===== src/rtl/spi_adc_sampler.sv =====
// spi_adc_sampler: periodic SPI reader for an MCP3008-style ADC. Each reading is
// re-centred to a signed value and reduced to DATA_RESOLUTION bits, then
// presented on data_out with a one-cycle data_valid_out strobe.
// Optional build macro: SPI_ADC_SAMPLER_AVG_EN adds a 4-sample moving average
// on data_out (same latency). Without it, data_out is the converted reading.
module spi_adc_sampler #(
  parameter int unsigned SAMPLE_PERIOD   = 74250,
  parameter int unsigned SCLK_DIV        = 32,
  parameter int unsigned ADC_BITS        = 10,
  parameter int unsigned DATA_RESOLUTION = 8,
  parameter int unsigned CHANNEL         = 0
) (
  input  logic                              clk_in,
  input  logic                              rst_n_in,
  input  logic                              enable_in,
  input  logic                              adc_miso_in,
  output logic                              adc_cs_n_out,
  output logic                              adc_sclk_out,
  output logic                              adc_mosi_out,
  output logic                              busy_out,
  output logic                              data_valid_out,
  output logic signed [DATA_RESOLUTION-1:0] data_out
);

  localparam int unsigned TIMER_W     = (SAMPLE_PERIOD > 1) ? $clog2(SAMPLE_PERIOD) : 1;
  localparam int unsigned DIV_W       = (SCLK_DIV > 1) ? $clog2(SCLK_DIV) : 1;
  localparam int unsigned PERIOD_W    = 5;
  // Frame is 17 SCLK periods, indexed 0..16 internally.
  localparam int unsigned LAST_PERIOD = 16;
  // Rising edge 8 (0-based period 7) carries the first result bit.
  localparam int unsigned FIRST_DATA_PERIOD = 7;
  localparam int unsigned SHIFT       = ADC_BITS - DATA_RESOLUTION;
  localparam logic [2:0]  CH_SEL      = 3'(CHANNEL);

  // Parameter sanity checks at elaboration.
  if (SAMPLE_PERIOD < 34 * SCLK_DIV + 4) begin : g_bad_period
    $error("spi_adc_sampler: SAMPLE_PERIOD must be at least 34*SCLK_DIV+4");
  end
  if (DATA_RESOLUTION > ADC_BITS) begin : g_bad_resolution
    $error("spi_adc_sampler: DATA_RESOLUTION must not exceed ADC_BITS");
  end
  if (CHANNEL > 7) begin : g_bad_channel
    $error("spi_adc_sampler: CHANNEL must be 0..7");
  end

  typedef enum logic [1:0] {
    IDLE = 2'd0,
    XFER = 2'd1,
    DONE = 2'd2
  } state_t;

  state_t                              state;
  logic [TIMER_W-1:0]                  timer;
  logic                                tick;
  logic [DIV_W-1:0]                    div_cnt;
  logic [PERIOD_W-1:0]                 period;
  logic [ADC_BITS-1:0]                 raw;
  logic signed [ADC_BITS-1:0]          centered;
  logic signed [DATA_RESOLUTION-1:0]   conv;
  logic signed [DATA_RESOLUTION-1:0]   sample;

  // Command bit driven on MOSI during 0-based SCLK period idx:
  // start, single-ended, then the channel number MSB first.
  function automatic logic cmd_bit(input logic [PERIOD_W-1:0] idx);
    logic b;
    b = 1'b0;
    case (idx)
      5'd0:    b = 1'b1;
      5'd1:    b = 1'b1;
      5'd2:    b = CH_SEL[2];
      5'd3:    b = CH_SEL[1];
      5'd4:    b = CH_SEL[0];
      default: b = 1'b0;
    endcase
    return b;
  endfunction

  // Sample-rate tick: fires on the last count of each period while enabled.
  assign tick = enable_in && (timer == TIMER_W'(SAMPLE_PERIOD - 1));

  // Free-running period timer, cleared and held while disabled.
  always_ff @(posedge clk_in or negedge rst_n_in) begin
    if (!rst_n_in) begin
      timer <= '0;
    end else if (!enable_in || tick) begin
      timer <= '0;
    end else begin
      timer <= timer + TIMER_W'(1);
    end
  end

  // Offset-binary to two's complement, then floor-shift down to output width.
  assign centered = $signed({~raw[ADC_BITS-1], raw[ADC_BITS-2:0]});
  assign conv     = DATA_RESOLUTION'(centered >>> SHIFT);

`ifdef SPI_ADC_SAMPLER_AVG_EN
  localparam int unsigned SUM_W = DATA_RESOLUTION + 2;

  logic signed [DATA_RESOLUTION-1:0] hist0;
  logic signed [DATA_RESOLUTION-1:0] hist1;
  logic signed [DATA_RESOLUTION-1:0] hist2;
  logic signed [SUM_W-1:0]           sum;

  // Sum of the new reading and the three previous delivered readings.
  always_comb begin
    sum    = SUM_W'(conv) + SUM_W'(hist0) + SUM_W'(hist1) + SUM_W'(hist2);
    sample = DATA_RESOLUTION'(sum >>> 2);
  end

  // History shifts only when a sample is delivered.
  always_ff @(posedge clk_in or negedge rst_n_in) begin
    if (!rst_n_in) begin
      hist0 <= '0;
      hist1 <= '0;
      hist2 <= '0;
    end else if (state == DONE) begin
      hist0 <= conv;
      hist1 <= hist0;
      hist2 <= hist1;
    end
  end
`else
  assign sample = conv;
`endif

  // Transaction FSM with registered SPI pins, busy and sample outputs.
  always_ff @(posedge clk_in or negedge rst_n_in) begin
    if (!rst_n_in) begin
      state          <= IDLE;
      div_cnt        <= '0;
      period         <= '0;
      raw            <= '0;
      adc_cs_n_out   <= 1'b1;
      adc_sclk_out   <= 1'b0;
      adc_mosi_out   <= 1'b0;
      busy_out       <= 1'b0;
      data_valid_out <= 1'b0;
      data_out       <= '0;
    end else begin
      data_valid_out <= 1'b0;
      case (state)
        IDLE: begin
          if (tick) begin
            state        <= XFER;
            div_cnt      <= '0;
            period       <= '0;
            adc_cs_n_out <= 1'b0;
            adc_sclk_out <= 1'b0;
            adc_mosi_out <= cmd_bit('0);
            busy_out     <= 1'b1;
          end
        end
        XFER: begin
          if (div_cnt == DIV_W'(SCLK_DIV - 1)) begin
            div_cnt <= '0;
            if (!adc_sclk_out) begin
              // Rising SCLK: capture MISO once the result bits begin.
              adc_sclk_out <= 1'b1;
              if (period >= PERIOD_W'(FIRST_DATA_PERIOD)) begin
                raw <= {raw[ADC_BITS-2:0], adc_miso_in};
              end
            end else begin
              // Falling SCLK: either end the frame or advance to the next period.
              adc_sclk_out <= 1'b0;
              if (period == PERIOD_W'(LAST_PERIOD)) begin
                state        <= DONE;
                adc_cs_n_out <= 1'b1;
                adc_mosi_out <= 1'b0;
              end else begin
                period       <= period + PERIOD_W'(1);
                adc_mosi_out <= cmd_bit(period + PERIOD_W'(1));
              end
            end
          end else begin
            div_cnt <= div_cnt + DIV_W'(1);
          end
        end
        DONE: begin
          state          <= IDLE;
          busy_out       <= 1'b0;
          data_valid_out <= 1'b1;
          data_out       <= sample;
        end
        default: begin
          state <= IDLE;
        end
      endcase
    end
  end

endmodule


===== config.mk =====
export PLATFORM = sky130hd
export DESIGN_NAME = spi_adc_sampler
export DESIGN_NICKNAME = d
export VERILOG_FILES = /design/src/rtl/spi_adc_sampler.sv
export SDC_FILE = /design/constraint.sdc
export NUM_CORES = 1
export LEC_CHECK = 0
export CAP_MARGIN = 20
export CORE_ASPECT_RATIO = 1.2
export CORE_UTILIZATION = 40
export DETAILED_ROUTE_END_ITERATION = 7
export GPL_ROUTABILITY_DRIVEN = 1
export SYNTH_ARGS = -nofsm -noshare
export SYNTH_HDL_FRONTEND = slang
export SYNTH_SLANG_ARGS = --single-unit
export TNS_END_PERCENT = 10

===== constraint.sdc =====
create_clock -name clk_in -period 2.6 [get_ports clk_in]
set_clock_uncertainty 0.15 [all_clocks]
set_input_delay 0.78 -clock clk_in [delete_from_list [all_inputs] [get_ports clk_in]]
set_output_delay 0.78 -clock clk_in [all_outputs]
set_load 0.01 [all_outputs]

Word level (Yosys, flattened, before mapping)
Index checks and enable logic that the tools add are counted.
- register bits after elaboration: 52
- bits in latches: 0
- memory bits (writable): 0
- memory bits (read-only): 0
- bits of input ports: 4
- output and inout bits: 13
- logic and storage cells: 73
- memories: 0
- add/sub/neg operators: 3
- multipliers: 0
- div/mod/pow operators: 0
- magnitude comparators: 1
- eq/ne operators: 11
- shift operators: 0
- muxes and demuxes: 29
- bitwise logic cells: 2
- reductions and logical operators: 16
- operators with widths (kind ; count):
    5-bit 2-to-1 mux ; 5
    5-bit case mux with 2 select lines ; 2
    17-bit by 1-bit adder with 17-bit output (second input constant) ; 1
    17-bit == test (second input constant) ; 1
    17-bit 2-to-1 mux ; 1
    1-bit 2-to-1 mux ; 12
    4-bit AND reduction ; 3
    5-bit by 1-bit adder with 5-bit output (second input constant) ; 2
    5-bit == test (second input constant) ; 2
    2-bit inequality test (second input constant) ; 5
    5-bit AND reduction ; 2
    2-bit 2-to-1 mux ; 4
    1-bit case mux with 2 select lines ; 4
    5-bit by 1-bit == test with 1-bit output (second input constant) ; 1
    5-bit by 3-bit >= comparator with 1-bit output (second input constant) ; 1
    5-bit zero test ; 1
    2-bit case mux with 2 select lines ; 1
    2-bit AND reduction ; 2
    2-bit nonzero test ; 2
    3-bit AND reduction ; 1
    2-bit by 1-bit == test with 1-bit output (second input constant) ; 1
    2-bit == test (second input constant) ; 1
    2-bit zero test ; 1
    1-bit inverter ; 2
    4 further kinds ; 4

Longest topological paths before layout
Gate-level depths: netlist of the first run.
- depth after elaboration: 8
- depth in mapped cells: 9

Worst setup path before layout of the first run
Ideal clock, no wire load.
- kind: flip-flop to flip-flop
- from: reg div_cnt[0]
- to: reg raw[0]
- arrival: 1.659 ns
- path slack: 0.666 ns
- cell stages (with the launch flop): 8
- path buffers: 0
- cells stage by stage: dfrtp_1 > ha_1 > and3_1 > ha_1 > nand2_1 > nor2_2 > o31ai_4 > mux2_2
- longest elaborated chain between the ends: 2
- RTL lines (element ; RTL line ; source):
    start: declaration ; 55 ; logic [DIV_W-1:0] div_cnt;
    start signal: assignment ; 175 ; div_cnt <= div_cnt + DIV_W'(1);
    5-bit == test ; 154 ; if (div_cnt == DIV_W'(SCLK_DIV - 1)) begin
    4-bit AND reduction (no line) ; -- ;
    end signal: assignment ; 160 ; raw <= {raw[ADC_BITS-2:0], adc_miso_in};
    end: declaration ; 57 ; logic [ADC_BITS-1:0] raw;
Every way passes these cells.
A chain may end at the register's enable or synchronous reset.

Worst setup path after layout of the first run
- from: reg adc_cs_n_out
- to: out adc_cs_n_out
- RTL lines (element ; RTL line ; source):
    start: declaration ; 17 ; output logic adc_cs_n_out,
    start signal: assignment ; 133 ; adc_cs_n_out <= 1'b1;
    start signal: assignment ; 147 ; adc_cs_n_out <= 1'b0;
    start signal: assignment ; 167 ; adc_cs_n_out <= 1'b1;
No word-level cell between the ends.

==> run summary, run 1 <==
Area contributors post-synth: dfrtp_1 51%, mux2_2 7.2%, xor2_1 3.9%
Multi-input gate area: 0.00112 mm^2
fraction of layout cells with a size suffix above 1: 16.7%
Place WS: 0.255 ns
internal cell power: 1120 uW
# Post-CTS Setup Buffers: 0
Clock Latency Late Sink: 0.31 ns
Switch Pwr: 302 uW
WL met2: 2.00 mm
Top Layer Used: met4
GPL Wtd Cong: 0.718
Slew HR: 63.4%
GRT Total Usage: 14.1%
Setup CP Type: register to primary output
Final Cell Area: 0.00285 mm^2
total of max-cap violations: 0
Post-synth EDFFs: 0
fin crit period: 2.33 ns
post-route core utilization: 47.2%
total congestion overflow: 0
DRT met1 WL: 2.04 mm
LEAKAGE: 0.00129 uW
Seq/Total Area, Yosys: 52.1%
FF-to-FF path depth: 8
routed wire length per instance: 12.8 um
CP arrival: 1.40 ns
CTS tree: yes
WP data required: 1.67 ns
Yosys top cell area share: 51.0%
Setup TNS Final: 0 ns
slowest CP cell: dfstp_2
syn_nets: 236
P&R area growth vs syn: 14.1%
height of the die: 88.6 um
register area: 0.00130 mm^2
critical-path maximum fanout: 3
Worst-path clk slew: 0.10 ns
Initial Util: 41.4%
maximum number of pins on one net before global-route repair: 53
Max stage delay on crit path: 0.56 ns
yosys warns: 0
Pwr per Cell Area: 498 mW/mm^2
VDD IR-drop max: 0.000310 V
Critical path origin: adc_cs_n_out
synthesized area per cell: 11.1 um^2
most common cell after layout, fill and taps aside: dfrtp_1
CP startpoint kind: register
vias after detailed routing: 1642
initial antenna violation count: 0
DP Area: 0.00274 mm^2
Clock Sinks: 52
die area: 0.00658 mm^2
top_reg_cell synth: dfrtp_1
port buffer count: 16
Final ANT Viol Nets: 0
Tcrit/Tclk final: 89.5%
clock buffer count from CTS: 5
FF-to-FF setup slack: 0.43 ns
Post-CTS Resized: 0
CTS root buf: clkbuf_8
unrepaired setup endpoints after global routing: false
top cell type by total area after synthesis: dfrtp_1
crit path cell chain: clkdlybuf4s50_1
vias per cell: 5.02
worst path bufs/invs: 1
fmax: 430 MHz
#FFs+latches synth: 52
die width: 74.2 um
critical path depth: 1
total length of routed wires: 4.20 mm
FFs w/ async S/R, synth: 100%
status: finished clean
CP top delay family: flip-flops
switch share: 21.3%
synthesized area: 0.00250 mm^2
Logic pwr share: 2.9%
Gate Count Post-Synth: 225
cts hold-fix bufs: 0
Row Count: 31
sequential share of power: 57.7%
area of the core: 0.00605 mm^2
Final WS setup: 0.272 ns
most frequent cells in the layout: 51 x dfrtp_1, 24 x nor2_1, 18 x nand2_1, 16 x mux2_2, 15 x clkdlybuf4s50_1
Final setup viols: 0
Final Hold Fails: 0
clk buf depth: 2
RR Startpoint: div_cnt[0]
dpl hpwl: 2.88 mm
vias in the first global route: 1554
Detailed Route Iter0 Violations: 82
drt pass-1 iters: 4
Netlist cell types: 47
Critical Path Sink Type: primary output
Worst Hold Class: input port to async pin
IO Pins: 17
WL met3: 105 um
antenna cell count: 0
Critical Path End: adc_cs_n_out
global-route wire length before repair: 7.11 mm
Residual DRC: 0
nets: 255
number of fill cells in the layout: 581
clock group share of total power: 39.4%
Worst-Margin Slew: 0.549 ns
R2R Path End: period[2]
Slew Limit Fails: 0
CTS H-tree lvls: 2
-- power by group through the flow --
| stage | Combinational, uW | Clock, uW | Sequential [uW] |
|---|---|---|---|
| 3_3_place_gp | 43.0 | 0 | 836 |
| 5_1_grt | 48.2 | 605 | 821 |
| 4_1_cts | 43.3 | 580 | 820 |
| 6_report | 40.9 | 560 | 819 |
| 3_5_place_dp | 43.1 | 0 | 836 |
| 2_1_floorplan | 14.8 | 0 | 835 |
-- cells in the mapped netlist, types with 2 or more instances --
master / n
nor3_1: 4
a21oi_1: 3
and4_1: 2
nand2b_1: 3
mux2_2: 16
o22ai_1: 2
ha_1: 7
nor3b_1: 2
nor2_1: 24
buf_6: 3
nand2_1: 18
and3_1: 5
o21ai_0: 11
dfrtp_1: 51
a21oi_2: 3
o31ai_1: 2
nand3_1: 10
a22o_1: 2
nor2b_1: 2
xor2_1: 11
buf_4: 2
nand4_1: 4
or2_2: 2
inv_1: 5
nor4b_1: 2
xnor2_1: 8
-- per-layer routing --
| layer | up-vias | track usage, % |
|---|---|---|
| li1 | 821 | - |
| met1 | 804 | 18.8 |
| met2 | 10 | 22.6 |
| met3 | 7 | 3.42 |
| met4 | 0 | 4.72 |
| met5 | - | 0 |
-- cell families after synthesis --
kind of cell | after synthesis | share of synthesized area, %
AND/OR/NAND/NOR | 89 | 19.1
adder cells (fa/ha/maj) | 7 | 3.50
flip-flops | 52 | 52.1
XOR/XNOR | 19 | 6.65
multiplexers | 17 | 7.65
buffers and inverters | 12 | 3.05
AO/OA/AOI/OAI | 29 | 8.00
-- cell type report --
class | instances | share of cell area [%]
Multi-Input combinational cell | 161 | 39.4
Sequential cell | 52 | 45.6
Inverter | 5 | 0.658
Clock buffer | 5 | 2.41
Tap cell | 82 | 3.59
Clock inverter | 3 | 1.67
Timing Repair Buffer | 19 | 6.66
-- how the worst min path moves through the flow --
| stage | start | end | slack (ns) | depth (start not counted) |
|---|---|---|---|---|
| global placement | raw[9] | data_out[7] | 0.30 | 1 |
| finish | rst_n_in | data_out[3] | 0.30 | 2 |
| detailed placement | raw[9] | data_out[7] | 0.32 | 1 |
| floorplan | raw[9] | data_out[7] | 0.28 | 1 |
| CTS | rst_n_in | period[1] | 0.31 | 2 |
| global route | rst_n_in | data_out[5] | 0.32 | 2 |
-- stage by stage --
step,std cells,hold WS [ns],total power [uW]
after floorplan,225,0.284,849
after global placement,319,0.304,879
after detailed placement,319,0.318,879
after CTS,327,0.309,1440
after global routing,327,0.319,1470
final,327,0.300,1420
-- sequential cells by signal, indices dropped and copies added, names as in the netlist, 2 cells and up --
signal	flops
raw	10
timer	17
state	2
period	5
data_out	8
div_cnt	5
No activity file was read; power rests on OpenSTA's default activity.
==> inputs of run 2 (changes only) <==
--- a/config.mk
+++ b/config.mk
@@ -7,2 +7,3 @@
 export LEC_CHECK = 0
+export ABC_CLOCK_PERIOD_IN_PS = 2600
 export CAP_MARGIN = 20
==> constraint.sdc (replaced) <==
create_clock -name clk_in -period 2.6 [get_ports clk_in]
set_clock_uncertainty 0.15 [all_clocks]
set_input_delay 0.26 -clock clk_in [delete_from_list [all_inputs] [get_ports clk_in]]
set_output_delay 0.26 -clock clk_in [all_outputs]
set_load 0.01 [all_outputs]
==> run summary, run 2 (same netlist as run 1, synthesis figures left out) <==
fraction of layout cells with a size suffix above 1: 16.3% (-0.41 points)
CP arrival: 2.17 ns (+0.77 ns)
total length of routed wires: 4.27 mm (+1.6%)
Clock Latency Late Sink: 0.30 ns (about the same)
nets: 255 (unchanged)
CP top delay family: compound AO/OA/AOI/OAI gates
most frequent cells in the layout: 51 x dfrtp_1, 24 x nor2_1, 18 x nand2_1, 16 x mux2_2, 15 x clkdlybuf4s50_1
# Post-CTS Setup Buffers: 0 (unchanged)
Multi-input gate area: 0.00112 mm^2 (unchanged)
Final ANT Viol Nets: 0 (unchanged)
Final Hold Fails: 0 (unchanged)
Regs by FF count: timer x17, raw x10, data_out x8
clock buffer count from CTS: 5 (unchanged)
DP Area: 0.00272 mm^2 (-0.73%)
P&R area growth vs syn: 12.6%
vias in the first global route: 1606 (+3.3%)
Worst-path clk slew: 0.10 ns (about the same)
Setup CP Type: register to register
vias per cell: 5.06 (+0.85%)
Residual DRC: 0 (unchanged)
antenna cell count: 0 (unchanged)
Final Cell Area: 0.00282 mm^2 (-1.3%)
Clock Sinks: 52 (unchanged)
post-route core utilization: 46.6% (-0.60 points)
crit path cell chain: ha_1 > a21oi_1 > nor2b_1 > o31ai_4 > mux2_2
worst path bufs/invs: 0 (-1)
area of the core: 0.00605 mm^2 (unchanged)
Initial Util: 41.4% (unchanged)
die width: 74.2 um (unchanged)
GRT Total Usage: 14.4% (+0.30 points)
Slew HR: 56.3% (-7.1 points)
unrepaired setup endpoints after global routing: false
height of the die: 88.6 um (unchanged)
FF-to-FF setup slack: 0.48 ns (+0.05 ns)
critical-path maximum fanout: 10 (+7)
register area: 0.00130 mm^2 (unchanged)
CP startpoint kind: register
global-route wire length before repair: 7.27 mm (+2.2%)
Place WS: 0.474 ns (+0.219 ns)
Worst Hold Class: register to register
slowest CP cell: dfrtp_1
Final WS setup: 0.476 ns (+0.204 ns)
VDD IR-drop max: 0.000232 V (-25%)
LEAKAGE: 0.00127 uW (-1.5%)
IO Pins: 17 (unchanged)
die area: 0.00658 mm^2 (unchanged)
dpl hpwl: 2.98 mm (+3.5%)
status: finished clean
Worst-Margin Slew: 0.655 ns (+0.107 ns)
CTS root buf: clkbuf_8
CTS H-tree lvls: 2 (unchanged)
Max stage delay on crit path: 0.48 ns (-0.08 ns)
CTS tree: yes
WP data required: 2.65 ns (+0.98 ns)
fmax: 471 MHz (+9.6%)
Pwr per Cell Area: 472 mW/mm^2 (-5.3%)
Detailed Route Iter0 Violations: 92 (+12%)
number of fill cells in the layout: 599 (+3.1%)
clk buf depth: 2 (unchanged)
total of max-cap violations: 0 (unchanged)
most common cell after layout, fill and taps aside: dfrtp_1
Row Count: 31 (unchanged)
Setup TNS Final: 0 ns (unchanged)
fin crit period: 2.12 ns (-0.204 ns)
port buffer count: 16 (unchanged)
initial antenna violation count: 0 (unchanged)
total congestion overflow: 0 (unchanged)
vias after detailed routing: 1656 (+0.85%)
most flop-heavy register: timer
Final setup viols: 0 (unchanged)
GPL Wtd Cong: 0.768 (+6.9%)
routed wire length per instance: 13.1 um (+1.6%)
max reg flops: 17 (unchanged)
Critical Path Sink Type: register
Tcrit/Tclk final: 81.7% (-7.8 points)
drt pass-1 iters: 4 (unchanged)
Slew Limit Fails: 0 (unchanged)
maximum number of pins on one net before global-route repair: 53 (unchanged)
## run 2: changes by cell type in the layout (fill, tap and decap cells not counted), sizes merged
cell         before  now
bufinv            1    0
dlygate4sd3       0    1
clkinvlp          0    1
clkinv            2    1
buf               4    3
inv               5    6
## run 2: routing by layer
metal | up-vias | global-route usage, % | share of wire (%)
met2 | 13 | 25.0 | 50
met3 | 7 | 2.51 | 1.9
li1 | 820 | - | -
met5 | - | 0 | 0
met4 | 0 | 6.12 | 1.4
met1 | 816 | 17.5 | 47
## run 2: area by class of cell
class                           instances  share of cell area (%)
Sequential cell                        52                    46.2
Multi-Input combinational cell        161                    39.9
Timing Repair Buffer                   19                    6.39
Tap cell                               82                    3.64
Clock buffer                            5                    2.44
Clock inverter                          3                   0.755
Inverter                                5                   0.666
## run 2: timing repair
action,in CTS,in global routing
resized for setup,0,0
hold endpoints to repair,51,0
hold buffers,1,0
endpoints found under the setup margin,0,0
## run 2: worst paths after layout
path,startpoint,end,cells past startpoint
setup / recovery,period[0],raw[8],5
max in group asynchronous,rst_n_in,timer[5],3
hold reg to reg,raw[9],data_out[7],1
setup reg to reg,period[0],raw[8],5
min in group asynchronous,rst_n_in,period[4],3
hold / removal,raw[9],data_out[7],1
## run 2: stage by stage
step | instances | total power, uW | hold WS [ns]
6_report | 327 | 1330 | 0.318
5_1_grt | 327 | 1380 | 0.351
4_1_cts | 327 | 1350 | 0.328
3_5_place_dp | 318 | 875 | 0.274
3_3_place_gp | 318 | 874 | 0.268
2_1_floorplan | 225 | 849 | -0.186
## run 2: report_power, final
group          internal [uW]  switching, uW  total [uW]
clock                    192            279         471
combinational           12.6           26.0        38.5
sequential               813           6.01         819
## run 2: worst reg2reg max path, cell delays in order (launching register included)
cell	delay [ns]
dfrtp_1	0.48
ha_1	0.31
a21oi_1	0.14
nor2b_1	0.08
o31ai_4	0.46
mux2_2	0.40
==> inputs of run 3 (changes only) <==
- ABC_CLOCK_PERIOD_IN_PS: 2600 -> 1960
- clock period: 2.6 -> 1.96 ns (I/O delays scaled with it)
==> run summary, run 3 (same netlist as run 1, synthesis figures left out) <==
LEAKAGE: 0.00140 uW (+10%)
final hold slack: 0.220 ns (-0.0978 ns)
clk buf depth: 2 (unchanged)
vias after detailed routing: 1765 (+6.6%)
fraction of layout cells with a size suffix above 1: 26.9% (+11 points)
Clock Sinks: 52 (unchanged)
total congestion overflow: 0 (unchanged)
Switch Pwr: 434 uW (+39%)
most flop-heavy register: timer
Final Cell Area: 0.00308 mm^2 (+9.5%)
Worst Hold Class: input port to async pin
total of max-cap violations: 0 (unchanged)
CTS root buf: clkbuf_8
die width: 74.2 um (unchanged)
Regs by FF count: timer x17, raw x10, data_out x8
global-route wire length before repair: 8.12 mm (+12%)
clock buffer count from CTS: 5 (unchanged)
Final Hold Fails: 0 (unchanged)
slowest CP cell: dfrtp_1
sequential share of power: 59.8% (-1.9 points)
critical-path maximum fanout: 4 (-6)
Row Count: 31 (unchanged)
Residual DRC: 0 (unchanged)
most frequent cells in the layout: 51 x dfrtp_1, 23 x nor2_1, 22 x buf_4, 17 x nand2_1, 16 x mux2_2
Tcrit/Tclk final: 94.3% (+13 points)
Critical Path Sink Type: register
fin crit period: 1.85 ns (-0.276 ns)
status: finished clean
Setup CP Type: register to register
maximum number of pins on one net before global-route repair: 35 (-34%)
total power: 1810 uW (+36%)
Slew Limit Fails: 0 (unchanged)
CP arrival: 1.92 ns (-0.25 ns)
switch share: 23.9% (+0.51 points)
GPL Wtd Cong: 0.794 (+3.4%)
antenna cell count: 0 (unchanged)
Worst-path clk slew: 0.10 ns (about the same)
internal cell power: 1380 uW (+36%)
WP data required: 2.04 ns (-0.61 ns)
drt pass-1 iters: 4 (unchanged)
worst path bufs/invs: 0 (unchanged)
die area: 0.00658 mm^2 (unchanged)
Worst-Margin Slew: 0.512 ns (-0.143 ns)
Non-Filler Instances: 350 (+7.0%)
dpl hpwl: 3.26 mm (+9.3%)
Final setup viols: 0 (unchanged)
CP top delay family: simple AND/OR/NAND/NOR gates
Final ANT Viol Nets: 0 (unchanged)
CTS tree: yes
Detailed Route Iter0 Violations: 61 (-34%)
CTS H-tree lvls: 2 (unchanged)
DP Area: 0.00290 mm^2 (+6.7%)
P&R area growth vs syn: 23.3%
height of the die: 88.6 um (unchanged)
fmax: 541 MHz (+15%)
clock group share of total power: 36.3% (+0.9 points)
crit path cell chain: ha_2 > and3_4 > ha_4 > nand4b_1 > or2_4 > nor2_1 > o21ai_1 > o21ai_0
IO Pins: 17 (unchanged)
Pwr per Cell Area: 588 mW/mm^2 (+25%)
Clock Latency Late Sink: 0.31 ns (about the same)
vias per cell: 5.04 (-0.42%)
Max stage delay on crit path: 0.38 ns (-0.10 ns)
total length of routed wires: 4.72 mm (+11%)
placed cells: 339 (+6.6%)
VDD IR-drop max: 0.000446 V (+92%)
GRT Total Usage: 16.2% (+1.7 points)
port buffer count: 16 (unchanged)
max reg flops: 17 (unchanged)
unrepaired setup endpoints after global routing: true
Initial Util: 41.4% (unchanged)
nets: 278 (+9.0%)
vias in the first global route: 1744 (+8.6%)
most common cell after layout, fill and taps aside: dfrtp_1
area of the core: 0.00605 mm^2 (unchanged)
Logic pwr share: 3.9% (+1.0 points)
routed wire length per instance: 13.5 um (+3.3%)
Setup TNS Final: 0 ns (unchanged)
initial antenna violation count: 0 (unchanged)
CP startpoint kind: register
Slew HR: 65.8% (+9.5 points)
## run 3: metrics by stage
| stage | util (%) | setup slack [ns] |
|---|---|---|
| final | 51.0 | 0.112 |
| after global routing | 51.0 | 0.00759 |
| after global placement | 47.9 | 0.0323 |
| after CTS | 50.2 | 0.0199 |
| after detailed placement | 47.9 | -0.0136 |
| after floorplan | - | 0.0259 |
## run 3: worst register-to-register path: stages, from the launching register on
cell,delay (ns)
dfrtp_1,0.38
ha_2,0.19
and3_4,0.19
ha_4,0.15
nand4b_1,0.17
or2_4,0.31
nor2_1,0.09
o21ai_1,0.06
o21ai_0,0.08
## run 3: final timing paths
kind,startpoint,endpoint,slack (ns),depth (start not counted)
max in group asynchronous,rst_n_in,adc_cs_n_out,0.84,3
min in group clk_in,raw[9],data_out[7],0.32,1
worst min register to register,raw[9],data_out[7],0.32,1
worst max-delay path,div_cnt[1],period[2],0.11,8
worst max register to register,div_cnt[1],period[2],0.11,8
worst min-delay path,rst_n_in,period[2],0.22,2
## run 3: routing by layer
layer  share of wire, %  GRT usage (%)  up-vias
met5                  0              0        -
met4                1.1           4.72        0
met1                 48           21.7      870
met2                 49           26.5       18
met3                2.1           3.08        4
li1                   -              -      873
## run 3: repair_timing
item,4_1_cts,5_1_grt
setup buffers,0,1
gates resized for setup,3,11
endpoints found under the setup margin,10,20
endpoints found under the hold margin,18,0
cloned,1,0
pin swaps,0,4
hold buffers,1,0
## run 3: final cells by class
class | count | area [um^2]
clock buffers | 5 | 68.8
clock inverters | 3 | 28.8
fillers | 575 | 2970
inverters | 5 | 18.8
multi-input cells | 162 | 1190
flip-flops and latches | 52 | 1300
well taps | 82 | 103
repair buffers | 41 | 370
## run 3: power by group through the flow
stage | logic (uW) | registers, uW | clock network (uW)
after floorplan | 19.7 | 1110 | 0
after global placement | 71.4 | 1100 | 0
after detailed placement | 72.1 | 1100 | 0
after CTS | 73.7 | 1080 | 689
after global routing | 82.0 | 1080 | 728
final | 71.0 | 1080 | 658
